--- config.mk ---
export PLATFORM = sky130hd
export DESIGN_NAME = axi_lite_read_responder_flat
export DESIGN_NICKNAME = d
export VERILOG_FILES = /design/src/rtl/axi_lite_read_responder_if.sv /design/src/rtl/axi_lite_read_responder.sv /design/src/flat_wrapper.sv
export SDC_FILE = /design/constraint.sdc
export NUM_CORES = 1
export LEC_CHECK = 0
export BUFFER_PORTS_ARGS = -buffer_cell sky130_fd_sc_hd__buf_4
export CAP_MARGIN = 15
export CORE_ASPECT_RATIO = 1.2
export CORE_MARGIN = 1.5
export CORE_UTILIZATION = 40
export DETAILED_ROUTE_END_ITERATION = 8
export PLACE_DENSITY = 0.76
export SYNTH_ARGS = -nofsm -noshare
export SYNTH_HDL_FRONTEND = slang
export SYNTH_SLANG_ARGS = --single-unit
--- constraint.sdc ---
create_clock -name clock -period 1.5 [get_ports clock]
set_clock_uncertainty 0.1 [all_clocks]
set_input_delay 0.3 -clock clock [delete_from_list [all_inputs] [get_ports clock]]
set_output_delay 0.3 -clock clock [all_outputs]
set_load 0.05 [all_outputs]
--- src/rtl/axi_lite_read_responder_if.sv ---
// AXI-Lite read-channel bundle (AR + R) shared by the read responder and its master.
// The master drives the address and rready; the slave drives arready and the R beat.
interface axi_lite_read_responder_if #(
    parameter int unsigned ADDR_WIDTH = 12,
    parameter int unsigned DATA_WIDTH = 32
);
    logic [ADDR_WIDTH-1:0] araddr;
    logic [2:0]            arprot;
    logic                  arvalid;
    logic                  arready;
    logic                  rvalid;
    logic                  rready;
    logic [DATA_WIDTH-1:0] rdata;
    logic [1:0]            rresp;

    modport master (
        output araddr, arprot, arvalid, rready,
        input  arready, rvalid, rdata, rresp
    );

    modport slave (
        input  araddr, arprot, arvalid, rready,
        output arready, rvalid, rdata, rresp
    );
endinterface

--- src/rtl/axi_lite_read_responder.sv ---
// AXI-Lite slave read engine: one outstanding AR, word-indexed req/ack register read, held R beat.
// Optional WAIT timeout with SLVERR is enabled by defining AXIL_RD_TIMEOUT_EN.
module axi_lite_read_responder #(
    parameter int unsigned AXI_ADDR_WIDTH  = 12,
    parameter int unsigned AXI_RDATA_WIDTH = 32,
    parameter int unsigned NUM_REGS        = 64,
    parameter int unsigned TIMEOUT_CYCLES  = 255
) (
    input  logic                        clock,
    input  logic                        reset,
    axi_lite_read_responder_if.slave    axi,
    output logic                        reg_rd_req,
    output logic [$clog2(NUM_REGS)-1:0] reg_rd_addr,
    input  logic                        reg_rd_ack,
    input  logic [AXI_RDATA_WIDTH-1:0]  reg_rd_data
);
    localparam int unsigned RA_W  = $clog2(NUM_REGS);
    localparam int unsigned IDX_W = AXI_ADDR_WIDTH - 2;

    localparam logic [1:0] S_IDLE = 2'd0;
    localparam logic [1:0] S_WAIT = 2'd1;
    localparam logic [1:0] S_RESP = 2'd2;

    localparam logic [1:0] RESP_OKAY   = 2'b00;
    localparam logic [1:0] RESP_SLVERR = 2'b10;

    logic [1:0]                 state;
    logic                       rvalid_q;
    logic [AXI_RDATA_WIDTH-1:0] rdata_q;
    logic [1:0]                 rresp_q;
    logic [IDX_W-1:0]           idx;
    logic                       bad_addr;
    logic                       ar_fire;
    logic                       to_fire;

    // The whole upper address is compared, so out-of-range high bits never alias into the map
    assign idx      = axi.araddr[AXI_ADDR_WIDTH-1:2];
    assign bad_addr = (axi.araddr[1:0] != 2'b00) || (32'(idx) >= NUM_REGS);

    assign axi.arready = (state == S_IDLE) & ~reset;
    assign ar_fire     = axi.arvalid & axi.arready;

    assign axi.rvalid = rvalid_q;
    assign axi.rdata  = rdata_q;
    assign axi.rresp  = rresp_q;

    logic unused_prot;
    assign unused_prot = ^axi.arprot;

`ifdef AXIL_RD_TIMEOUT_EN
    localparam int unsigned CW_RAW = $clog2(TIMEOUT_CYCLES + 1);
    localparam int unsigned CW     = (CW_RAW < 8) ? 8 : ((CW_RAW > 32) ? 32 : CW_RAW);

    logic [CW-1:0] wait_cnt;

    // An ack in the same cycle as the limit takes priority, so the timeout is gated by ~ack
    assign to_fire = (state == S_WAIT) & ~reg_rd_ack &
                     ((32'(wait_cnt) + 32'd1) >= TIMEOUT_CYCLES);

    // Count WAIT cycles that pass without an ack; cleared whenever a new WAIT begins
    always_ff @(posedge clock) begin
        if (reset) begin
            wait_cnt <= '0;
        end else if (ar_fire) begin
            wait_cnt <= '0;
        end else if (state == S_WAIT && !reg_rd_ack) begin
            wait_cnt <= wait_cnt + CW'(1);
        end
    end
`else
    assign to_fire = 1'b0;

    logic unused_timeout;
    assign unused_timeout = TIMEOUT_CYCLES[0];
`endif

    // Transaction FSM: accept AR, issue the one-cycle strobe, capture data, hold the R beat
    always_ff @(posedge clock) begin
        if (reset) begin
            state       <= S_IDLE;
            rvalid_q    <= 1'b0;
            rdata_q     <= '0;
            rresp_q     <= RESP_OKAY;
            reg_rd_req  <= 1'b0;
            reg_rd_addr <= '0;
        end else begin
            reg_rd_req <= 1'b0;
            case (state)
                S_IDLE: begin
                    if (ar_fire) begin
                        if (bad_addr) begin
                            state    <= S_RESP;
                            rvalid_q <= 1'b1;
                            rresp_q  <= RESP_SLVERR;
                            rdata_q  <= '0;
                        end else begin
                            state       <= S_WAIT;
                            reg_rd_req  <= 1'b1;
                            reg_rd_addr <= idx[RA_W-1:0];
                        end
                    end
                end
                S_WAIT: begin
                    if (reg_rd_ack) begin
                        state    <= S_RESP;
                        rvalid_q <= 1'b1;
                        rresp_q  <= RESP_OKAY;
                        rdata_q  <= reg_rd_data;
                    end else if (to_fire) begin
                        state    <= S_RESP;
                        rvalid_q <= 1'b1;
                        rresp_q  <= RESP_SLVERR;
                        rdata_q  <= '0;
                    end
                end
                S_RESP: begin
                    if (rvalid_q && axi.rready) begin
                        state    <= S_IDLE;
                        rvalid_q <= 1'b0;
                    end
                end
                default: begin
                    state    <= S_IDLE;
                    rvalid_q <= 1'b0;
                end
            endcase
        end
    end
endmodule

--- src/flat_wrapper.sv ---
// flat-port wrapper written by rule: the top's interface ports become plain ports
module axi_lite_read_responder_flat 
#(
    parameter int unsigned AXI_ADDR_WIDTH  = 12,
    parameter int unsigned AXI_RDATA_WIDTH = 32,
    parameter int unsigned NUM_REGS        = 64,
    parameter int unsigned TIMEOUT_CYCLES  = 255
)
  (clock, reset, reg_rd_req, reg_rd_addr, reg_rd_ack, reg_rd_data, axi_araddr, axi_arprot, axi_arvalid, axi_rready, axi_arready, axi_rvalid, axi_rdata, axi_rresp);
  axi_lite_read_responder_if #(.ADDR_WIDTH((12)), .DATA_WIDTH((32))) axi_i ();
  input  logic clock;
  input  logic reset;
  output logic reg_rd_req;
  output logic [$clog2(NUM_REGS)-1:0] reg_rd_addr;
  input  logic reg_rd_ack;
  input  logic [AXI_RDATA_WIDTH-1:0] reg_rd_data;
  input wire logic [$bits(axi_i.araddr)-1:0] axi_araddr;
  input wire logic [$bits(axi_i.arprot)-1:0] axi_arprot;
  input wire logic [$bits(axi_i.arvalid)-1:0] axi_arvalid;
  input wire logic [$bits(axi_i.rready)-1:0] axi_rready;
  output wire logic [$bits(axi_i.arready)-1:0] axi_arready;
  output wire logic [$bits(axi_i.rvalid)-1:0] axi_rvalid;
  output wire logic [$bits(axi_i.rdata)-1:0] axi_rdata;
  output wire logic [$bits(axi_i.rresp)-1:0] axi_rresp;
  assign axi_i.araddr = axi_araddr;
  assign axi_i.arprot = axi_arprot;
  assign axi_i.arvalid = axi_arvalid;
  assign axi_i.rready = axi_rready;
  assign axi_arready = axi_i.arready;
  assign axi_rvalid = axi_i.rvalid;
  assign axi_rdata = axi_i.rdata;
  assign axi_rresp = axi_i.rresp;
  axi_lite_read_responder #(.AXI_ADDR_WIDTH(AXI_ADDR_WIDTH), .AXI_RDATA_WIDTH(AXI_RDATA_WIDTH), .NUM_REGS(NUM_REGS), .TIMEOUT_CYCLES(TIMEOUT_CYCLES)) u_core (.clock(clock), .reset(reset), .axi(axi_i), .reg_rd_req(reg_rd_req), .reg_rd_addr(reg_rd_addr), .reg_rd_ack(reg_rd_ack), .reg_rd_data(reg_rd_data));
endmodule
# After elaboration in Yosys (flattened, before gate mapping)
# Cells that the tools add are included.
[op_classes]
magnitude_cmp = 1
n_eq_ne = 6
muxes = 19
n_bitwise = 6
reduce_logical = 10
[ops]
columns = ["cell", "n"]
rows = [
  ["32-bit two-way mux", 3],
  ["32-bit case mux with 2 select lines", 1],
  ["2-bit two-way mux", 7],
  ["10-bit by 7-bit greater-or-equal comparator with 1-bit output (second input constant)", 1],
  ["4-bit AND reduction", 2],
  ["2-bit by 1-bit inequality test with 1-bit output (second input constant)", 3],
  ["2-bit case mux with 3 select lines", 1],
  ["3-bit AND reduction", 2],
  ["1-bit two-way mux", 5],
  ["1-bit NOT", 4],
  ["2-bit case mux with 2 select lines", 1],
  ["2-bit nonzero test", 2],
  ["1-bit case mux with 3 select lines", 1],
  ["3-bit OR reduction", 1],
  ["1-bit AND", 2],
  ["2-bit by 1-bit equality test with 1-bit output (second input constant)", 1],
  ["2-bit equality test (second input constant)", 1],
  ["2-bit logical NOT", 1],
  ["2-bit inequality test (second input constant)", 1],
  ["1-bit logical AND", 1],
  ["1-bit logical OR", 1],
]
[totals]
regBits = 44
output_inout_bits = 43
word_cells = 48

# Depth between registers and ports, before layout
[logic_depth]
word_depth = 5
mapped_depth = 7
ltp_nobuf = 4

# Worst setup path before layout
# No wires, ideal clock.
[synth_timing]
path_kind = "register to register"
start = "register u_core.state[0]"
end = "register u_core.rdata_q[0] (netlist: u_core.axi.rdata[0])"
setup_ns = 0.072
arrival_ns = 1.861
t_required_ns = 1.328
setup_slack_ns = -0.533
path_stages_with_launch = 7
n_path_buf = 3
period_less_slack_ns = 2.033
cell_sequence = "dfxtp_1 > buf_2 > nor3_2 > a31o_1 > buf_6 > buf_6 > mux2i_1"
[synth_between]
elab_chain_cells = 5
[synth_lines]
columns = ["element", "line", "rtl"]
rows = [
  ["start: declaration", "axi_lite_read_responder.sv:27", "logic [1:0] state;"],
  ["start signal: assignment", "axi_lite_read_responder.sv:80", "state <= S_IDLE;"],
  ["start signal: assignment", "axi_lite_read_responder.sv:92", "state <= S_RESP;"],
  ["start signal: assignment", "axi_lite_read_responder.sv:97", "state <= S_WAIT;"],
  ["2-bit logical NOT", "axi_lite_read_responder.sv:40", "assign axi.arready = (state == S_IDLE) & ~reset;"],
  ["1-bit AND", "axi_lite_read_responder.sv:40", ""],
  ["net axi_arready", "flat_wrapper.sv:21", "output wire logic [$bits(axi_i.arready)-1:0] axi_arready;"],
  ["1-bit AND", "axi_lite_read_responder.sv:41", "assign ar_fire = axi.arvalid & axi.arready;"],
  ["2-bit by 1-bit inequality test with 1-bit output (no line)", "n/a", ""],
  ["4-bit AND reduction (no line)", "n/a", ""],
  ["end signal: assignment", "axi_lite_read_responder.sv:108", "rdata_q <= reg_rd_data;"],
  ["end: declaration", "axi_lite_read_responder.sv:29", "logic [AXI_RDATA_WIDTH-1:0] rdata_q;"],
]
# The timed path passes the listed nets, and every way through them passes these cells.
# A chain may end at the register's enable or synchronous reset.

# Final worst setup path
[layout_timing]
start = "register u_core.state[1]"
end = "output port axi_arready"
[layout_between]
elab_chain_cells = 2
[layout_lines]
columns = ["element", "line"]
rows = [
  ["2-bit logical NOT", "axi_lite_read_responder.sv:40"],
  ["1-bit AND", "axi_lite_read_responder.sv:40"],
  ["end: declaration", "flat_wrapper.sv:21"],
]
# Every way passes these cells.

==> run metrics <==
status=complete, but fails checks; failing checks=setup timing; final net count=339; number of synthesized register bits=43; Max VDD drop=0.000593 V; Vias/cell=4.72; TritonCTS buffer count=5; clock tree buffer depth=2; Core Util, Final=0.621; antenna violations before repair=0; via count=1633; fin worst setup slack=-0.00837 ns; post-route ant nets=0; routed len/inst=12.0 microns; vias in the first global route=1549; clock slew at reported path FFs=approximately 0.080 ns; Crit Path Category=flop to output pin; CP max-delay cell=dfxtp_4; GPL Wtd Cong=0.742; Worst Path Arrival=1.11 ns; global route overflow=0; DRT Pass-1 Iters=4; root buf cell=clkbuf_8; post-route insts no fill=346; Combinational Power Share=0.117; first-pass GRT wire length=6650 microns; Netlist cell types=27; Net Sw Power=just over 0.5 mW; layout cell share with drive strength beyond 1=0.424; die extent in x=roughly 65 microns; CP Launch Type=flop; Clock Latency Late Sink=0.29 ns; Post-Place Cells=338; largest net degree at the start of global routing=26; CP max FO=6; CTS tree=built; fin crit period=1.51 ns; cell row count=27; Cells after Synth=192; num ports=95; Hold Crit Class=primary input to flop; Sw Share=0.206; post-synthesis net count=244; sequential power share=0.463; clk sinks=43; Yosys warnings=0; mapped cell area=1860 sq um; die area=approximately 5100 sq um; Final Hold Fails=0; Port Buffers=90; Int Pwr=around 2 mW; P_leak=1.23 nW; CP Capture Type=output pin; Req. time, crit path=1.10 ns; hold_buf cts=0; Synth Area per Inst=9.68 sq um; CP delay by family, top=flip-flops; RSZ-0062 raised after global routing=true; Setup-failing EPs final=1; fin crit share=1.01; initial DRC count=55; pre-CTS WS=-0.166 ns; starting density of the core=0.411; post-synth top area cell=dfxtp_1; Peak Freq=663 MHz; Core Area=4530 sq um; clock group share of total power=0.420; Final Max Slew Viols=0; DPL Wire Length=3030 microns; Synth-to-Final Area Change=51.1%; CP max stage delay=roughly 0.38 ns; Total GRT Usage=0.166; pwr dens=between 800 and 900 nW/um^2; critical path, cell by cell=nor3_4 -> buf_6 -> buf_8; top cells by area, synth=dfxtp_1, mux2i_1, nand2b_1; H-tree levels=2; chip height=77.7 microns; register area share after synthesis=0.463; DRC=0; Buf/Inv on CP=2; Antenna Cells=0; maxcap violations=0; routed wire length=approximately 4100 microns; area share of the largest cell type after synthesis=0.463
==> area by class of cell <==
class,count,area (sq um)
Timing Repair Buffer,103,817
Sequential cell,43,867
Inverter,1,3.75
Tap cell,58,72.6
Clock inverter,2,60.1
Fill cell,419,1720
Clock buffer,6,72.6
Multi-Input combinational cell,133,917
==> tightest hold or removal path, cell delays in order <==
cell	delay [ns]
buf_4	0.08
mux2i_1	0.05
nor2_1	0.07
==> cell usage after synthesis (all sizes together) <==
library cell / number
o221ai: 1
nor2b: 1
nor4: 2
mux2: 2
nor2: 10
nand2: 33
a31oi: 1
and3: 1
dfxtp: 43
nor3: 3
nand2b: 33
clkbuf: 7
nand4: 1
buf: 8
a31o: 1
nand3: 2
a211oi: 1
inv: 1
conb: 1
o21ba: 1
a32o: 1
mux2i: 38
==> per-layer routing <==
| layer | vias up | share of wire | GRT usage | routed length, microns |
|---|---|---|---|---|
| met4 | 0 | 0.013 | 0.0604 | 54 |
| met3 | 5 | 0.062 | 0.0464 | 256 |
| met5 | - | 0 | 0 | 0 |
| li1 | 819 | - | - | - |
| met2 | 57 | 0.51 | 0.297 | 2130 |
| met1 | 752 | 0.41 | 0.185 | 1710 |
==> per-stage QoR <==
step,hold WS [ns],power (mW),setup TNS [ns],cell area (sq um)
finish,0.137,2.50,-0.00837,2810
global placement,0.358,1.47,-4.43,2650
global route,0.131,2.60,-0.0510,2810
floorplan,0.342,1.34,-8.95,1900
CTS,0.128,2.54,-0.0263,2800
detailed placement,0.365,1.47,-5.25,2650
==> worst paths after layout <==
check	from	end	slack, ns	depth (start not counted)
setup / recovery	u_core.state[1]	axi_arready	-0.008	3
hold reg to reg	u_core.axi.rdata[8]	u_core.axi.rdata[8]	0.37	2
hold / removal	axi_araddr[4]	u_core.reg_rd_addr[2]	0.14	3
setup reg to reg	u_core.state[1]	u_core.axi.rvalid	0.04	4
==> power by group through the flow <==
stage | Clock, mW | Sequential, mW | Combinational [mW]
global route | 1.13 | 1.16 | 0.310
finish | 1.05 | 1.16 | 0.292
detailed placement | 0 | 1.18 | 0.287
global placement | 0 | 1.18 | 0.285
floorplan | 0 | 1.20 | 0.143
CTS | 1.09 | 1.16 | 0.294
==> what timing repair did <==
action	4_1_cts	5_1_grt
setup buffers	0	0
gates resized for setup	5	4
setup endpoints to repair	30	26
gates cloned	0	0
==> flip-flops by register name, indices dropped and copies added, names as in the netlist <==
register	cells
u_core.state	2
u_core.axi.rdata	32
u_core.axi.rvalid	1
u_core.axi.rresp	1
u_core.reg_rd_addr	6
u_core.reg_rd_req	1
==> layout by cell type (no fill, tap or decap) <==
cell type / netlist / routed
clkbuf_1: 7 / 1
inv_2: 1 / 1
dfxtp_2: 0 / 2
o21ba_2: 1 / 1
bufinv_16: 0 / 2
dfxtp_1: 43 / 40
a31oi_1: 1 / 1
clkbuf_8: 0 / 5
mux2_2: 2 / 2
nand2b_1: 33 / 33
nand2_1: 33 / 33
conb_1: 1 / 1
o221ai_2: 0 / 1
nor2b_1: 1 / 1
nor4_4: 1 / 1
dfxtp_4: 0 / 1
nor2_2: 0 / 1
buf_8: 0 / 1
nor3_4: 0 / 1
nand3_1: 2 / 2
buf_4: 1 / 97
mux2i_1: 38 / 38
a32o_1: 1 / 1
buf_6: 4 / 3
buf_12: 0 / 2
a31o_2: 0 / 1
nor2_1: 10 / 9
a211oi_1: 1 / 1
and3_1: 1 / 1
nand4_1: 1 / 1
nor3_1: 2 / 2
nor4_1: 1 / 1
==> cells by family (layout without fill, tap and decap cells) <==
| logic type | Yosys count | in the layout | share of synthesized area |
|---|---|---|---|
| buffers and inverters | 16 | 112 | 0.0518 |
| muxes | 40 | 40 | 0.217 |
| DFF | 43 | 43 | 0.463 |
| and+or+nand+nor | 86 | 86 | 0.239 |
| other | 1 | 1 | 0.00202 |
| AOI/OAI and AO/OA | 6 | 6 | 0.0276 |
(Power assumes the default switching activity.)
